==> config.mk <==
export PLATFORM = sky130hd
export DESIGN_NAME = dm_bus_arbiter
export DESIGN_NICKNAME = d
export VERILOG_FILES = /design/src/rtl/dm_bus_arbiter_pkg.sv /design/src/rtl/dm_bus_arbiter_bus_addr_decode.sv /design/src/rtl/dm_bus_arbiter.sv
export SDC_FILE = /design/constraint.sdc
export NUM_CORES = 1
export LEC_CHECK = 0
export ABC_CLOCK_PERIOD_IN_PS = 2700
export BUFFER_PORTS_ARGS = -buffer_cell sky130_fd_sc_hd__buf_2
export CAP_MARGIN = 15
export CORE_AREA = 2 2 109 111
export DETAILED_ROUTE_END_ITERATION = 8
export DIE_AREA = 0 0 111 113
export GPL_TIMING_DRIVEN = 0
export SKIP_CTS_REPAIR_TIMING = 1
export SLEW_MARGIN = 0
export SYNTH_ARGS = -nofsm -noshare
export SYNTH_HDL_FRONTEND = slang
export SYNTH_SLANG_ARGS = --single-unit
==> constraint.sdc <==
create_clock -name clk -period 2.7 [get_ports clk]
set_clock_uncertainty 0.2 [all_clocks]
set_input_delay 0.675 -clock clk [delete_from_list [all_inputs] [get_ports clk]]
set_output_delay 0.675 -clock clk [all_outputs]
set_load 0.01 [all_outputs]
==> src/rtl/dm_bus_arbiter_pkg.sv <==
// Shared definitions for the data-side bus arbiter: device address map,
// one-hot select bit positions and the arbiter state encoding.
package dm_bus_arbiter_pkg;

  localparam logic [31:0] DM_LO  = 32'h0000_0000;
  localparam logic [31:0] DM_HI  = 32'h0000_2FFF;
  localparam logic [31:0] TC0_LO = 32'h0000_7F00;
  localparam logic [31:0] TC0_HI = 32'h0000_7F0B;
  localparam logic [31:0] TC1_LO = 32'h0000_7F10;
  localparam logic [31:0] TC1_HI = 32'h0000_7F1B;
  localparam logic [31:0] IG_LO  = 32'h0000_7F20;
  localparam logic [31:0] IG_HI  = 32'h0000_7F23;

  localparam int SEL_DM  = 0;
  localparam int SEL_TC0 = 1;
  localparam int SEL_TC1 = 2;
  localparam int SEL_IG  = 3;

  typedef enum logic [0:0] {
    ST_IDLE    = 1'b0,
    ST_RD_WAIT = 1'b1
  } arb_state_e;

  function automatic logic in_range(input logic [31:0] a,
                                    input logic [31:0] lo,
                                    input logic [31:0] hi);
    return (a >= lo) && (a <= hi);
  endfunction

endpackage

==> src/rtl/dm_bus_arbiter_bus_addr_decode.sv <==
// Combinational byte-address to one-hot device select decoder; shared with
// the M-stage exception logic so both agree on what counts as a mapped address.
module bus_addr_decode
  import dm_bus_arbiter_pkg::*;
(
  input  logic [31:0] addr,
  output logic [3:0]  sel
);

  // Each device window is checked independently; the windows never overlap.
  always_comb begin
    sel          = 4'b0000;
    sel[SEL_DM]  = in_range(addr, DM_LO, DM_HI);
    sel[SEL_TC0] = in_range(addr, TC0_LO, TC0_HI);
    sel[SEL_TC1] = in_range(addr, TC1_LO, TC1_HI);
    sel[SEL_IG]  = in_range(addr, IG_LO, IG_HI);
  end

endmodule

==> src/rtl/dm_bus_arbiter.sv <==
// Arbitrates the data-side bus between the CPU M stage and the DMA word
// loader; CPU favoured, DMA protected from starvation by a wait counter.
module dm_bus_arbiter
  import dm_bus_arbiter_pkg::*;
#(
  parameter int STARVE_LIMIT = 8,
  parameter int CNT_W        = 4
) (
  input  logic        clk,
  input  logic        reset,
  input  logic        cpu_req,
  input  logic        cpu_we,
  input  logic        cpu_exc,
  input  logic [31:0] cpu_addr,
  input  logic [3:0]  cpu_byteen,
  input  logic [31:0] cpu_wdata,
  output logic        cpu_stall,
  output logic        cpu_rvalid,
  output logic [31:0] cpu_rdata,
  input  logic        dma_req,
  input  logic [31:0] dma_addr,
  input  logic [31:0] dma_wdata,
  output logic        dma_gnt,
  output logic        dma_err,
  output logic [31:0] bus_addr,
  output logic [3:0]  bus_byteen,
  output logic [31:0] bus_wdata,
  output logic [3:0]  bus_sel,
  input  logic [31:0] bus_rdata
);

  localparam logic [CNT_W-1:0] LIMIT_C = CNT_W'(STARVE_LIMIT);

  arb_state_e       state_q, state_d;
  logic [CNT_W-1:0] cnt_q, cnt_d;
  logic [31:0]      rdata_q, rdata_d;
  logic [3:0]       cpu_sel_s;
  logic [3:0]       dma_sel_s;
  logic             cpu_live_s;
  logic             dma_ok_s;

  bus_addr_decode u_cpu_dec (.addr(cpu_addr), .sel(cpu_sel_s));
  bus_addr_decode u_dma_dec (.addr(dma_addr), .sel(dma_sel_s));

  assign cpu_live_s = cpu_req && !cpu_exc;
  assign dma_ok_s   = dma_sel_s[SEL_DM] && (dma_addr[1:0] == 2'b00);

  // State, starvation count and held read data.
  always_ff @(posedge clk) begin
    if (reset) begin
      state_q <= ST_IDLE;
      cnt_q   <= {CNT_W{1'b0}};
      rdata_q <= 32'h0000_0000;
    end else begin
      state_q <= state_d;
      cnt_q   <= cnt_d;
      rdata_q <= rdata_d;
    end
  end

  // Arbitration, bus steering and next-state logic.
  always_comb begin
    state_d    = state_q;
    rdata_d    = rdata_q;
    cpu_stall  = 1'b0;
    cpu_rvalid = 1'b0;
    cpu_rdata  = rdata_q;
    dma_gnt    = 1'b0;
    dma_err    = 1'b0;
    bus_addr   = 32'h0000_0000;
    bus_byteen = 4'b0000;
    bus_wdata  = 32'h0000_0000;
    bus_sel    = 4'b0000;

    case (state_q)
      ST_IDLE: begin
        if (dma_req && (!cpu_live_s || (cnt_q == LIMIT_C))) begin
          dma_gnt   = 1'b1;
          bus_addr  = dma_addr;
          bus_wdata = dma_wdata;
          cpu_stall = cpu_live_s;
          if (dma_ok_s) begin
            bus_byteen = 4'b1111;
            bus_sel    = 4'b0001;
          end else begin
            dma_err = 1'b1;
          end
        end else if (cpu_live_s && cpu_we) begin
          bus_addr   = cpu_addr;
          bus_wdata  = cpu_wdata;
          bus_sel    = cpu_sel_s;
          bus_byteen = (cpu_sel_s != 4'b0000) ? cpu_byteen : 4'b0000;
        end else if (cpu_live_s && (cpu_sel_s != 4'b0000)) begin
          // Unmapped loads fall through: the upstream exception owns them.
          bus_addr  = cpu_addr;
          bus_sel   = cpu_sel_s;
          cpu_stall = 1'b1;
          state_d   = ST_RD_WAIT;
        end else begin
          state_d = ST_IDLE;
        end
      end
      ST_RD_WAIT: begin
        cpu_rvalid = 1'b1;
        cpu_rdata  = bus_rdata;
        rdata_d    = bus_rdata;
        state_d    = ST_IDLE;
      end
      default: begin
        state_d = ST_IDLE;
      end
    endcase

    if (dma_req && !dma_gnt) begin
      cnt_d = (cnt_q == LIMIT_C) ? cnt_q : (cnt_q + CNT_W'(1));
    end else begin
      cnt_d = {CNT_W{1'b0}};
    end

    // Outputs are forced quiet for the whole reset cycle, including a read in flight.
    if (reset) begin
      cpu_stall  = 1'b0;
      cpu_rvalid = 1'b0;
      cpu_rdata  = 32'h0000_0000;
      dma_gnt    = 1'b0;
      dma_err    = 1'b0;
      bus_addr   = 32'h0000_0000;
      bus_byteen = 4'b0000;
      bus_wdata  = 32'h0000_0000;
      bus_sel    = 4'b0000;
    end else begin
      cpu_stall = cpu_stall;
    end
  end

endmodule

==> run summary, run 1 <==
CP Class = input pin to output pin
Critical Path AT = 2.40 ns
FF-to-FF Start = cnt_q[0]
Share of cells above drive strength 1 = 0.674
R2R depth = 6
Area contributors post-synth = dfxtp_1 31%, a22o_2 13%, mux2i_1 13%, a22o_1 12%, nor2_1 6.4%
Yosys cell types = 39
Max-slew headroom = 0.708
Worst-Margin Slew = 0.436 ns
DR vias/cell = 4.72
RSZ-0062 raised after global routing = yes
Syn_nets = 440
DR iter-0 viols = 147
Tot Pwr = 1580 µW
HP Class = register to register
Required time worst endpoint = 1.82 ns
Initial antenna violation count = 0
Cell area power density = 307 nW/µm²
Post-synth top flop = dfxtp_1
First-pass GRT wire length = 16100 µm
Top-level port count = 278
Max Fclk = 0.305 GHz
Crit. Startpoint = cpu_addr[28]
Asr flop ratio synth = 0
Final hold violations = 0
Final ANT Viol Nets = 0
Largest net degree at the start of global routing = 11
Critical Path Fanout Max = 8
Max-Cap Viols = 0
DIE AREA = 12500 µm²
Port bufs = 276
CTS tree = built
Final wirelength = 11600 µm
Routability Congestion = 0.983
Number of flops mapped to enable cells by yosys = 0
Commonest cells post-synth = 41 x nor2_1, 37 x dfxtp_1, 32 x a22o_1, 32 x a22o_2, 32 x mux2i_1
Core ar. = 11300 µm²
Period minus WS final = 3.28 ns
Vias = 3380
Die Width = 111 µm
Post-Syn Instances = 268
Die Y = 113 µm
Worst setup margin = -0.579 ns
CTS sink cnt = 37
Syn_area_per_cell = 9.02 µm²
Post-route DRC = 0
Peak VDD IR = 0.354 mV
Pre-CTS setup slack = -0.682 ns
Nets = 745
Yosys warns = 0
Area growth, synth to finish = 112%
Dominant cell type by area after synthesis = dfxtp_1
Global-route usage over all layers = 0.155
CTS buffer count = 5
Failing checks = negative setup slack
Startpoint types = input pin
WL per Instance = 16.2 µm
Clock tree buffer depth = 2
Setup TNS = -28.17 ns
Initial Util = 0.215
Synth Register Bits = 37
Post-Syn Area = 2420 µm²
Final Slew Violations = 0
Final HPWL DP = 9270 µm
Most common cell in the netlist = nor2_1
Critical Path End = bus_addr[1]
Status = complete, but fails checks
FP Rows = 39
Ant diodes = 0
Final period util = 1.21
Clock root buffer = clkbuf_16
H-tree levels = 2
CP Capture Type = output pin
FF-to-FF setup slack = 1.09 ns
Sequential share of the synthesized area = 0.306
Pleak = 0.00259 µW
RR Endpoint = cnt_q[2]
Setup-failing EPs final = 74
GRT Residual Overflow = 0
Clock Latency Late Sink = 0.27 ns
First-pass iteration count of the detailed router = 5
CTS clk-pin slew, worst paths = 0.05 ns
Vias in the first global route = 3134
Synth top area share = 0.306
[metal layers]
layer  track usage  part of all wire
met1         0.199              0.40
met2         0.276              0.51
met5             0                 0
met3        0.0305             0.078
met4        0.0258             0.011
[flip-flops by register name (all words and copies together), names as in the netlist]
name	flops
rdata_q	32
cnt_q	4
state_q	1
[area by class of cell]
cell class,instances,area (µm²)
Tap cell,143,179
Multi-Input combinational cell,201,1910
Buffer,21,210
Sequential cell,37,743
Inverter,8,30.0
Fill cell,1093,6140
Timing Repair Buffer,299,1920
Clock buffer,7,143
[cell families (layout without fill, tap and decap cells)]
| kind of cell | count (synthesis) | after routing | synth area share |
|---|---|---|---|
| adders and majority gates | 2 | 2 | 0.0103 |
| AOI/OAI and AO/OA | 83 | 83 | 0.302 |
| and+or+nand+nor | 81 | 81 | 0.165 |
| muxes | 32 | 32 | 0.132 |
| xor gates and xnor gates | 3 | 3 | 0.0109 |
| buffers and inverters | 30 | 335 | 0.0735 |
| DFF | 37 | 37 | 0.306 |
[layout by cell type (no fill, tap or decap), types with 2 or more instances in the layout]
cell type	count
nand4_1	3
dfxtp_1	35
xnor2_1	2
dfxtp_2	2
clkbuf_1	4
nor4_2	3
inv_1	7
a21oi_1	6
nor3_1	6
clkbuf_16	12
buf_2	242
nor4_4	6
a22o_2	4
mux2i_1	32
nor2_1	40
nand2_1	6
nand3_1	2
o21ai_2	4
nor2_4	2
buf_6	41
a22o_1	32
a22o_4	28
and3_1	2
buf_4	16
buf_8	9
[worst max-delay path, stage by stage]
cell       delay [ns]
buf_8            0.10
nor4_4           0.31
nand4_1          0.24
nor4_4           0.37
o31a_4           0.31
clkbuf_16        0.19
a22o_4           0.12
buf_6            0.09
[power breakdown]
| group | internal [µW] | leakage [µW] | switching [µW] |
|---|---|---|---|
| Combinational | 265 | 0.00222 | 207 |
| Sequential | 547 | 0.000299 | 0.299 |
| Clock | 362 | 0.0000700 | 197 |
[worst min path at each step]
| stage | startpoint | depth (start not counted) | slack [ns] | endpoint |
|---|---|---|---|---|
| floorplan | cnt_q[1] | 2 | 0.26 | cnt_q[1] |
| global placement | cnt_q[1] | 2 | 0.28 | cnt_q[1] |
| detailed placement | rdata_q[27] | 2 | 0.29 | rdata_q[27] |
| CTS | cnt_q[1] | 2 | 0.30 | cnt_q[1] |
| global route | rdata_q[13] | 2 | 0.32 | rdata_q[13] |
| finish | rdata_q[13] | 2 | 0.30 | rdata_q[13] |
[stage by stage]
stage / hold WS, ns / std cells / area, µm² / utilization
4_1_cts: 0.300 / 694 / 4270 / 0.379
6_report: 0.302 / 716 / 5130 / 0.456
2_1_floorplan: 0.262 / 268 / 2560 / -
3_3_place_gp: 0.279 / 687 / 4120 / 0.366
5_1_grt: 0.325 / 716 / 5130 / 0.456
3_5_place_dp: 0.286 / 687 / 4120 / 0.366
Power figures use the tool's default switching activity.
==> inputs of run 2 (changes only) <==
- ABC_CLOCK_PERIOD_IN_PS: 2700 -> 3200
- CORE_AREA: 2 2 109 111 -> 2 2 108 110
- DIE_AREA: 0 0 111 113 -> 0 0 110 112
- clock period: 2.7 -> 3.2 ns (I/O delays scaled with it)
==> run 2 against run 1 <==
- the run still ends with negative setup slack left
- sequential power decreased by 16%
- worst hold slack got worse by 0.0066 ns
- cell count fell by 1.1%
- sequential share of layout area increased by 1.6 points
- worst setup slack improved by 0.32 ns
- sequential cell count unchanged
- non-clock buffer count fell by 10
- cell area shrank 10%
- global-route usage is 0.51 points higher
- critical path type unchanged
- largest cell class unchanged
==> run summary, run 2 (synthesis results as in run 1) <==
CTS clk-pin slew, worst paths = 0.06 ns (was 0.05 ns)
Critical Path Fanout Max = 10 (was 8)
First-pass iteration count of the detailed router = 4 (was 5)
Final period util = 1.08
CP peak stage delay = 0.41 ns (was 0.37 ns)
CTS sink cnt = 37 (unchanged)
CTS buffer count = 5 (unchanged)
Nets = 735 (was 745)
Cell area power density = 298 nW/µm² (was 307 nW/µm²)
Vias = 3350 (was 3380)
Max-slew headroom = 0.581 (was 0.708)
Final instance area = 4610 µm² (was 5130 µm²)
FP Rows = 39 (unchanged)
Vias in the first global route = 3240 (was 3134)
DR iter-0 viols = 192 (was 147)
Required time worst endpoint = 2.20 ns (was 1.82 ns)
Share of cells above drive strength 1 = 0.658 (was 0.674)
Setup-failing EPs final = 41 (was 74)
Status = complete, but fails checks (unchanged)
Final Slew Violations = 0 (unchanged)
RSZ-0062 raised after global routing = yes (unchanged)
Die Y = 112 µm (was 113 µm)
Post-route DRC = 0 (unchanged)
Routability Congestion = 0.872 (was 0.983)
Critical path's slowest cell = nor4_4 (unchanged)
GRT Residual Overflow = 0 (unchanged)
Clock Latency Late Sink = 0.27 ns (about the same)
DR vias/cell = 4.73 (was 4.72)
Fin cells = 708 (was 716)
Largest net degree at the start of global routing = 13 (was 11)
Placed cells = 687 (unchanged)
Failing checks = negative setup slack (unchanged)
Port bufs = 276 (unchanged)
Die Width = 110 µm (was 111 µm)
Critical Path AT = 2.46 ns (was 2.40 ns)
WL per Instance = 15.9 µm (was 16.2 µm)
Peak VDD IR = 0.222 mV (was 0.354 mV)
Core ar. = 11200 µm² (was 11300 µm²)
CP Capture Type = output pin (unchanged)
HP Class = register to register (unchanged)
Final HPWL DP = 9410 µm (was 9270 µm)
Worst-Margin Slew = 0.628 ns (was 0.436 ns)
Crit path cell chain = buf_8 > nor4_4 > nand4_1 > nor4_4 > o31a_4 > buf_6 > a22o_2 > buf_2 (was buf_8 > nor4_4 > nand4_1 > nor4_4 > o31a_4 > clkbuf_16 > a22o_4 > buf_6)
Top-level port count = 278 (unchanged)
CTS tree = built (unchanged)
Top flop regs = rdata_q (32), cnt_q (4), state_q (1) (unchanged)
Most flops, register = rdata_q (unchanged)
Final wirelength = 11200 µm (was 11600 µm)
CP delay by family, top = simple AND/OR/NAND/NOR gates (unchanged)
Met1 usage = 0.185 (was 0.199)
Max Fclk = 0.289 GHz
Area growth, synth to finish = 90.6% (was 112%)
Most used cell, CP = nor4_4 (unchanged)
Pleak = 0.00233 µW (was 0.00259 µW)
CP Buf/Inv Count = 3 (unchanged)
Worst setup margin = -0.260 ns (was -0.579 ns)
Max FFs per register = 32 (unchanged)
Clock tree buffer depth = 2 (unchanged)
Cell area after placement = 3980 µm² (was 4120 µm²)
Global-route usage over all layers = 0.160 (was 0.155)
Final hold violations = 0 (unchanged)
Initial antenna violation count = 1 (was 0)
Startpoint types = input pin (unchanged)
First-pass GRT wire length = 15700 µm (was 16100 µm)
Fill count = 1138 (was 1093)
GRT Max-Usage Layer = met2 (unchanged)
Commonest non-fill, non-tap cell in the layout = buf_2 (unchanged)
Initial Util = 0.216 (was 0.215)
CP Class = input pin to output pin (unchanged)
DIE AREA = 12300 µm² (was 12500 µm²)
Commonest non-fill, non-tap cells in the layout = 259 x buf_2, 40 x nor2_1, 36 x dfxtp_1 (was 242 x buf_2, 41 x buf_6, 40 x nor2_1)
H-tree levels = 2 (unchanged)
Clock root buffer = clkbuf_16 (unchanged)
Max-Cap Viols = 0 (unchanged)
Grt met3 use = 0.0416 (was 0.0305)
Routing usage on met2 = 0.289 (was 0.276)
Period minus WS final = 3.46 ns
Final ANT Viol Nets = 0 (unchanged)
run 2: cell count changes in the layout (fill, tap and decap cells not counted), moves of 6 or more:
cell	delta
buf_8	-6
clkbuf_16	-7
a22o_2	+26
buf_2	+17
a22o_4	-26
buf_6	-13
run 2: through the flow:
step	power, µW	util	hold slack (ns)	setup TNS, ns	worst slack, ns
final	1370	0.412	0.296	-8.81	-0.260
after global placement	755	0.356	0.273	-20.04	-0.416
after detailed placement	759	0.356	0.288	-21.24	-0.438
after CTS	1350	0.372	0.299	-22.08	-0.453
after floorplan	585	-	0.262	0	0.0727
after global routing	1440	0.412	0.326	-12.72	-0.354
run 2: layer usage:
metal	up-vias	wire, µm
met5	-	0
met4	0	255
met3	20	1060
met2	181	5600
met1	1544	4300
li1	1605	-
run 2: cell type report:
type                    count  area (µm²)  area share
multi-input cells         201        1690       0.367
repair buffers            288        1600       0.348
flip-flops and latches     37         742       0.161
plain buffers              22         185      0.0402
well taps                 143         179      0.0388
clock buffers               6         139      0.0301
clock inverters             2        37.5     0.00814
inverters                   8        30.0     0.00651
diodes                      1        2.50    0.000543
run 2: power breakdown:
group,internal [µW],switching [µW]
registers,461,0.318
logic,180,156
clock network,389,189
total,1030,345
run 2: path summary, 6_finish.rpt:
kind,from,end,slack [ns],cells after the start
hold reg to reg,cnt_q[1],cnt_q[1],0.30,2
hold / removal,cnt_q[1],cnt_q[1],0.30,2
setup / recovery,cpu_addr[15],bus_addr[20],-0.26,8
setup reg to reg,state_q,rdata_q[21],1.29,4
run 2: worst register-to-register path, cell delays in order (launching register included):
cell	delay [ns]
dfxtp_1	0.31
clkbuf_1	0.38
buf_1	0.55
mux2i_1	0.27
nor2_1	0.07
